$ cat src/rtl/bank_power_sequencer_if.sv
// Power-manager <-> bank sequencer bundle: level requests in, bank enables/status out.
// With PWR_SEQ_STATS_EN defined the bundle also carries wake and stall counters.
interface bank_power_sequencer_if #(
  parameter int NUM_BANKS = 16
);
  logic [NUM_BANKS-1:0] target_mask;
  logic                 sleep_req;
  logic [NUM_BANKS-1:0] bank_en;
  logic [NUM_BANKS-1:0] bank_ready;
  logic                 all_ready;
  logic                 busy;

`ifdef PWR_SEQ_STATS_EN
  logic [31:0] stat_wakes;
  logic [31:0] stat_stall;

  modport master (
    output target_mask, sleep_req,
    input  bank_en, bank_ready, all_ready, busy, stat_wakes, stat_stall
  );
  modport slave (
    input  target_mask, sleep_req,
    output bank_en, bank_ready, all_ready, busy, stat_wakes, stat_stall
  );
`else
  modport master (
    output target_mask, sleep_req,
    input  bank_en, bank_ready, all_ready, busy
  );
  modport slave (
    input  target_mask, sleep_req,
    output bank_en, bank_ready, all_ready, busy
  );
`endif
endinterface

$ cat src/rtl/bank_power_sequencer.sv
// Staggered one-bank-at-a-time power-up (WAKE_CYCLES per bank), hysteresis power-down; no backpressure.
// Optional PWR_SEQ_STATS_EN adds saturating wake/stall counters.
module bank_power_sequencer #(
  parameter int NUM_BANKS    = 16,
  parameter int WAKE_CYCLES  = 4,
  parameter int IDLE_TIMEOUT = 8
) (
  input  logic                   clk,
  input  logic                   rst_n,
  bank_power_sequencer_if.slave  pm
);

  localparam int IW = (NUM_BANKS > 1) ? $clog2(NUM_BANKS) : 1;
  localparam int WW = (WAKE_CYCLES > 1) ? $clog2(WAKE_CYCLES) : 1;
  localparam int TW = (IDLE_TIMEOUT > 1) ? $clog2(IDLE_TIMEOUT) : 1;
  localparam logic [WW-1:0] WAKE_LOAD = WW'(WAKE_CYCLES - 1);
  localparam logic [TW-1:0] IDLE_LOAD = TW'(IDLE_TIMEOUT - 1);

  typedef logic [NUM_BANKS-1:0] mask_t;
  typedef enum logic {S_IDLE, S_WAKE} state_t;

  state_t        state_q, state_d;
  mask_t         bank_en_q, bank_ready_q, target_q;
  logic [WW-1:0] wake_cnt_q, wake_cnt_d;
  logic [IW-1:0] wake_idx_q, wake_idx_d;
  logic [TW-1:0] idle_cnt_q, idle_cnt_d;

  mask_t         eff_target, up_pend, wake_oh, drop_mask, down_mask;
  mask_t         up_set, rdy_set;
  logic [IW-1:0] low_idx;
  logic          timer_fire;
  logic          all_ready_c;

  always_comb begin
    eff_target = pm.sleep_req ? '0 : pm.target_mask;
    up_pend    = eff_target & ~bank_en_q;
    low_idx    = '0;
    for (int i = NUM_BANKS - 1; i >= 0; i--) begin
      if (up_pend[i]) low_idx = IW'(i);
    end
    // The bank currently waking is never dropped; it finishes first.
    wake_oh   = (state_q == S_WAKE) ? (mask_t'(1) << wake_idx_q) : '0;
    drop_mask = bank_en_q & ~eff_target & ~wake_oh;
  end

  always_comb begin
    idle_cnt_d = idle_cnt_q;
    timer_fire = 1'b0;
    if (drop_mask == '0 || pm.target_mask != target_q) begin
      idle_cnt_d = IDLE_LOAD;
    end else if (idle_cnt_q != '0) begin
      idle_cnt_d = idle_cnt_q - TW'(1);
    end else begin
      timer_fire = 1'b1;
      idle_cnt_d = IDLE_LOAD;
    end
    down_mask = (pm.sleep_req || timer_fire) ? drop_mask : '0;
  end

  always_ff @(posedge clk) begin
    if (!rst_n) begin
      state_q      <= S_IDLE;
      bank_en_q    <= '0;
      bank_ready_q <= '0;
      target_q     <= '0;
      wake_cnt_q   <= '0;
      wake_idx_q   <= '0;
      idle_cnt_q   <= IDLE_LOAD;
    end else begin
      state_q      <= state_d;
      // up_set lies inside eff_target and down_mask outside it, so they never collide.
      bank_en_q    <= (bank_en_q | up_set) & ~down_mask;
      bank_ready_q <= (bank_ready_q | rdy_set) & ~down_mask;
      target_q     <= pm.target_mask;
      wake_cnt_q   <= wake_cnt_d;
      wake_idx_q   <= wake_idx_d;
      idle_cnt_q   <= idle_cnt_d;
    end
  end

  always_comb begin
    state_d = state_q;
    case (state_q)
      S_IDLE:  if (up_pend != '0) state_d = S_WAKE;
      S_WAKE:  if (wake_cnt_q == '0) state_d = S_IDLE;
      default: state_d = S_IDLE;
    endcase
  end

  always_comb begin
    up_set     = '0;
    rdy_set    = '0;
    wake_cnt_d = wake_cnt_q;
    wake_idx_d = wake_idx_q;
    case (state_q)
      S_IDLE: begin
        if (up_pend != '0) begin
          up_set     = mask_t'(1) << low_idx;
          wake_cnt_d = WAKE_LOAD;
          wake_idx_d = low_idx;
        end
      end
      S_WAKE: begin
        if (wake_cnt_q == '0) rdy_set = mask_t'(1) << wake_idx_q;
        else                  wake_cnt_d = wake_cnt_q - WW'(1);
      end
      default: ;
    endcase
  end

  assign all_ready_c   = ((pm.target_mask & ~bank_ready_q) == '0) && !pm.sleep_req;
  assign pm.bank_en    = bank_en_q;
  assign pm.bank_ready = bank_ready_q;
  assign pm.all_ready  = all_ready_c;
  assign pm.busy       = (state_q == S_WAKE) || (up_pend != '0);

`ifdef PWR_SEQ_STATS_EN
  logic [31:0] stat_wakes_q, stat_stall_q;

  always_ff @(posedge clk) begin
    if (!rst_n) begin
      stat_wakes_q <= '0;
      stat_stall_q <= '0;
    end else begin
      if (up_set != '0 && stat_wakes_q != '1)
        stat_wakes_q <= stat_wakes_q + 32'd1;
      if (pm.target_mask != '0 && !all_ready_c && stat_stall_q != '1)
        stat_stall_q <= stat_stall_q + 32'd1;
    end
  end

  assign pm.stat_wakes = stat_wakes_q;
  assign pm.stat_stall = stat_stall_q;
`endif

endmodule

$ cat src/flat_wrapper.sv
// flat-port wrapper written by rule: the top's interface ports become plain ports
module bank_power_sequencer_flat 
#(
  parameter int NUM_BANKS    = 16,
  parameter int WAKE_CYCLES  = 4,
  parameter int IDLE_TIMEOUT = 8
)
  (clk, rst_n, pm_target_mask, pm_sleep_req, pm_bank_en, pm_bank_ready, pm_all_ready, pm_busy);
  bank_power_sequencer_if #(.NUM_BANKS(NUM_BANKS)) pm_i ();
  input  logic clk;
  input  logic rst_n;
  input wire logic [$bits(pm_i.target_mask)-1:0] pm_target_mask;
  input wire logic [$bits(pm_i.sleep_req)-1:0] pm_sleep_req;
  output wire logic [$bits(pm_i.bank_en)-1:0] pm_bank_en;
  output wire logic [$bits(pm_i.bank_ready)-1:0] pm_bank_ready;
  output wire logic [$bits(pm_i.all_ready)-1:0] pm_all_ready;
  output wire logic [$bits(pm_i.busy)-1:0] pm_busy;
  assign pm_i.target_mask = pm_target_mask;
  assign pm_i.sleep_req = pm_sleep_req;
  assign pm_bank_en = pm_i.bank_en;
  assign pm_bank_ready = pm_i.bank_ready;
  assign pm_all_ready = pm_i.all_ready;
  assign pm_busy = pm_i.busy;
  bank_power_sequencer #(.NUM_BANKS(NUM_BANKS), .WAKE_CYCLES(WAKE_CYCLES), .IDLE_TIMEOUT(IDLE_TIMEOUT)) u_core (.clk(clk), .rst_n(rst_n), .pm(pm_i));
endmodule
$ cat config.mk
export PLATFORM = sky130hd
export DESIGN_NAME = bank_power_sequencer_flat
export DESIGN_NICKNAME = d
export VERILOG_FILES = /design/src/rtl/bank_power_sequencer_if.sv /design/src/rtl/bank_power_sequencer.sv /design/src/flat_wrapper.sv
export SDC_FILE = /design/constraint.sdc
export NUM_CORES = 1
export LEC_CHECK = 0
export ABC_CLOCK_PERIOD_IN_PS = 3500
export BUFFER_PORTS_ARGS = -buffer_cell sky130_fd_sc_hd__buf_2
export CORE_AREA = 2 2 95 97
export CTS_CLUSTER_DIAMETER = 40
export DETAILED_ROUTE_END_ITERATION = 8
export DIE_AREA = 0 0 97 99
export GPL_TIMING_DRIVEN = 0
export PLACE_DENSITY = 0.7
export SLEW_MARGIN = 5
export SYNTH_ARGS = -nofsm -noshare
export SYNTH_HDL_FRONTEND = slang
export SYNTH_SLANG_ARGS = --single-unit
$ cat constraint.sdc
create_clock -name clk -period 3.5 [get_ports clk]
set_input_delay 0.7 -clock clk [delete_from_list [all_inputs] [get_ports clk]]
set_output_delay 0.7 -clock clk [all_outputs]
set_load 0.02 [all_outputs]
==> results.json <==
{
  "crit_arrival_ns": 2.22,
  "grt_max_degree": 12,
  "grt_first_pass_wirelength_um": 19000,
  "reg2reg_to": "u_core.pm.bank_ready[8]",
  "slowest_stage": "clkbuf_1",
  "drc": 0,
  "syn_inst": 422,
  "ctsResizeCount": 0,
  "async_flop_share_pct": 0,
  "min_to": "u_core.idle_cnt_q[0]",
  "max_stage_delay_ns": 0.39,
  "relSlewSlack_pct": 53.3,
  "worstMarginPinSlew_ns": 0.695,
  "synthFlopType": "dfxtp_1",
  "critPathCaptureType": "output pin",
  "hp-start": "u_core.idle_cnt_q[0]",
  "yosysSeqAreaShare_pct": 34.5,
  "syn2layout_area_growth_pct": 18.1,
  "core.rowCount": 34,
  "setup-violations-final": 0,
  "final-instance-count-excl-fill": 597,
  "critical_path_class": "in -> out",
  "drtAntennaViolNets": 0,
  "r2r_slack_ns": 1.36,
  "grt_usage_pct": 26.1,
  "cts_tree": "done",
  "port_buffers": 51,
  "design_area_sq_um": 3970,
  "p_leak_nw": 1.72,
  "yosys.cell_types.count": 59,
  "power.density_nw_per_um2": 444,
  "status": "complete, no violations",
  "synth_edf_count": 0,
  "drt_iter0_markers": 353,
  "holdPathStages": 1,
  "grt_antenna_before_repair": 0,
  "clock_skew_ns": 0.0106,
  "globalRouteOverflowTotal": 0,
  "cts_buffers": 9,
  "syn_area_sq_um": 3360,
  "r2r_start": "u_core.target_q[2]",
  "crit_fanout": 10,
  "maxCapViolations": 0,
  "fmax_mhz": 342,
  "fin_crit_ns": 2.92,
  "finalHoldViolations": 0,
  "clk_latency_ns": 0.35,
  "antenna_cells": 0,
  "dpl.hpwl_um": 9550,
  "fp.dieW_um": 97,
  "cp_common_cell": "buf_6",
  "post-place-cells": 581,
  "cts_buffer_depth": 2,
  "tns_ns": 0,
  "postCtsSetupBuffers": 0,
  "synth_warnings": 0,
  "drive_gt1_share_pct": 21.3,
  "rsz0062_at_grt": "no",
  "syn_avg_cell_area_sq_um": 7.97,
  "worstSetupStartpointType": "input pin",
  "htree_levels": 3,
  "crit_chain": "buf_6 > buf_6 > buf_6 > clkbuf_1 > clkbuf_1 > nor3_1 > buf_2",
  "post_drt_via_cell_ratio": 5.90,
  "die_area_sq_um": 9600,
  "die_h_um": 99,
  "dr.pass1.iters": 5,
  "clock-sinks": 58,
  "drv_slew": 0,
  "holdWs_ns": 0.391,
  "peakVddDrop_mv": 0.219,
  "clkTransAtPathRegs_ns": 0.06,
  "synth_nets": 444,
  "ioPinCount": 53,
  "gp_congestion": 0.983,
  "cts-root-buf": "clkbuf_8",
  "required_ns": 2.80,
  "ys_ff_latch": 58,
  "period_share_pct": 83.4,
  "grt_pass1_vias": 3326,
  "r2r_cells": 7,
  "fillers": 862,
  "routed_wl_um": 12300,
  "dpl-instance-area_sq_um": 3750,
  "fin_nets": 506,
  "min_path_type": "reg -> reg",
  "core_sq_um": 8550,
  "cts_hold_buf": 0,
  "vias": 3524,
  "start_util_pct": 39.3,
  "wl_per_cell_um": 20.6
}
==> routing by layer <==
layer  GRT usage [%]  wire [um]  up-vias  part of all wire (%)
met5               0          0        -                     0
met4            10.2        412        0                   3.3
met3            5.39       1070       38                   8.7
met2            39.0       5290      209                    43
met1            36.9       5530     1661                    45
li1                -          -     1616                     -
==> stage by stage <==
| step | worst slack (ns) | util, % | total power [W] |
|---|---|---|---|
| 3_5_place_dp | 0.618 | 43.9 | 0.00107 |
| 4_1_cts | 0.616 | 46.4 | 0.00176 |
| 6_report | 0.580 | 46.4 | 0.00176 |
| 3_3_place_gp | 0.615 | 43.9 | 0.00107 |
| 2_1_floorplan | 0.818 | - | 0.000959 |
| 5_1_grt | 0.464 | 46.4 | 0.00183 |
==> worst max path at each step <==
stage | start | end | slack [ns]
3_5_place_dp | pm_sleep_req | pm_all_ready | 0.62
6_report | pm_sleep_req | pm_all_ready | 0.58
3_3_place_gp | pm_sleep_req | pm_all_ready | 0.62
4_1_cts | pm_sleep_req | pm_all_ready | 0.62
5_1_grt | pm_sleep_req | pm_all_ready | 0.46
2_1_floorplan | pm_sleep_req | pm_all_ready | 0.82
==> worst max-delay path, delay by kind of cell <==
family / cells / cell delay [ns]
buf+inv: 6 / 1.39
simple gates: 1 / 0.12
==> cell usage in the layout, fill, tap and decap left out, drive strengths merged, types with 3 or more instances in the layout <==
cell and n:
nor2b 9, a221oi 6, nor3 4, nand4 4, inv 33, a21o 5, o221a 8, and3 3
clkbuf 15, o21ai 7, ha 3, o211ai 6, nand3 31, a21oi 37, nand2 35, a41oi 3
xnor2 16, clkinv 3, dfxtp 58, a31oi 13, o22ai 6, nor4 3, buf 64, and2 8
nor2 53, a32oi 3, nand2b 23
==> sequential cells by signal, summed over array words and instances, names as in the netlist <==
name / cells
u_core.pm.bank_en: 16
u_core.pm.bank_ready: 16
u_core.target_q: 16
u_core.wake_idx_q: 4
u_core.idle_cnt_q: 3
u_core.wake_cnt_q: 2
u_core.state_q: 1
==> power by group <==
part           internal (W)  switching (W)  total, W  leakage (nW)
sequential         0.000691      0.0000254  0.000716         0.474
combinational      0.000124       0.000230  0.000354          1.14
clock              0.000399       0.000293  0.000691         0.105
total               0.00121       0.000548   0.00176          1.72
==> kinds of logic (layout without fill, tap and decap cells) <==
group / count (synthesis) / count (layout) / synth area share [%]
buf+inv: 52 / 119 / 7.41
fa+ha+maj: 3 / 3 / 1.12
flops: 58 / 58 / 34.5
simple gates: 184 / 184 / 28.1
mux: 1 / 1 / 0.298
xor+xnor: 16 / 16 / 4.17
compound gates: 108 / 108 / 24.4
==> Yosys cell counts (4+ instances only) <==
library cell | number | share of area (%)
dfxtp_1 | 58 | 35
nor2_1 | 53 | 5.9
a21oi_1 | 35 | 5.2
nand2_1 | 35 | 3.9
inv_1 | 32 | 3.6
nand3_1 | 30 | 4.5
nand2b_1 | 23 | 4.3
xnor2_1 | 16 | 4.2
a31oi_1 | 13 | 2.4
and2_1 | 8 | 1.5
nor2b_1 | 8 | 1.5
o221a_2 | 8 | 2.7
buf_6 | 6 | 2.0
clkbuf_1 | 6 | 0.67
o211ai_1 | 6 | 1.3
o22ai_1 | 6 | 1.1
a21o_1 | 5 | 1.1
o21ai_0 | 5 | 0.74
buf_2 | 4 | 0.60
nand4_1 | 4 | 0.74
nor3_1 | 4 | 0.60
==> final cells by class <==
type,count,area (sq um),share of cell area [%]
buffer,19,125,3.15
sequential,58,1160,29.2
tap,108,135,3.40
inverter,33,124,3.12
clock buffer,9,124,3.12
multi-input combinational,312,1950,49.2
timing repair buffer,51,255,6.43
clock inverter,7,93.8,2.36
No activity file was read; power rests on OpenSTA's default activity.
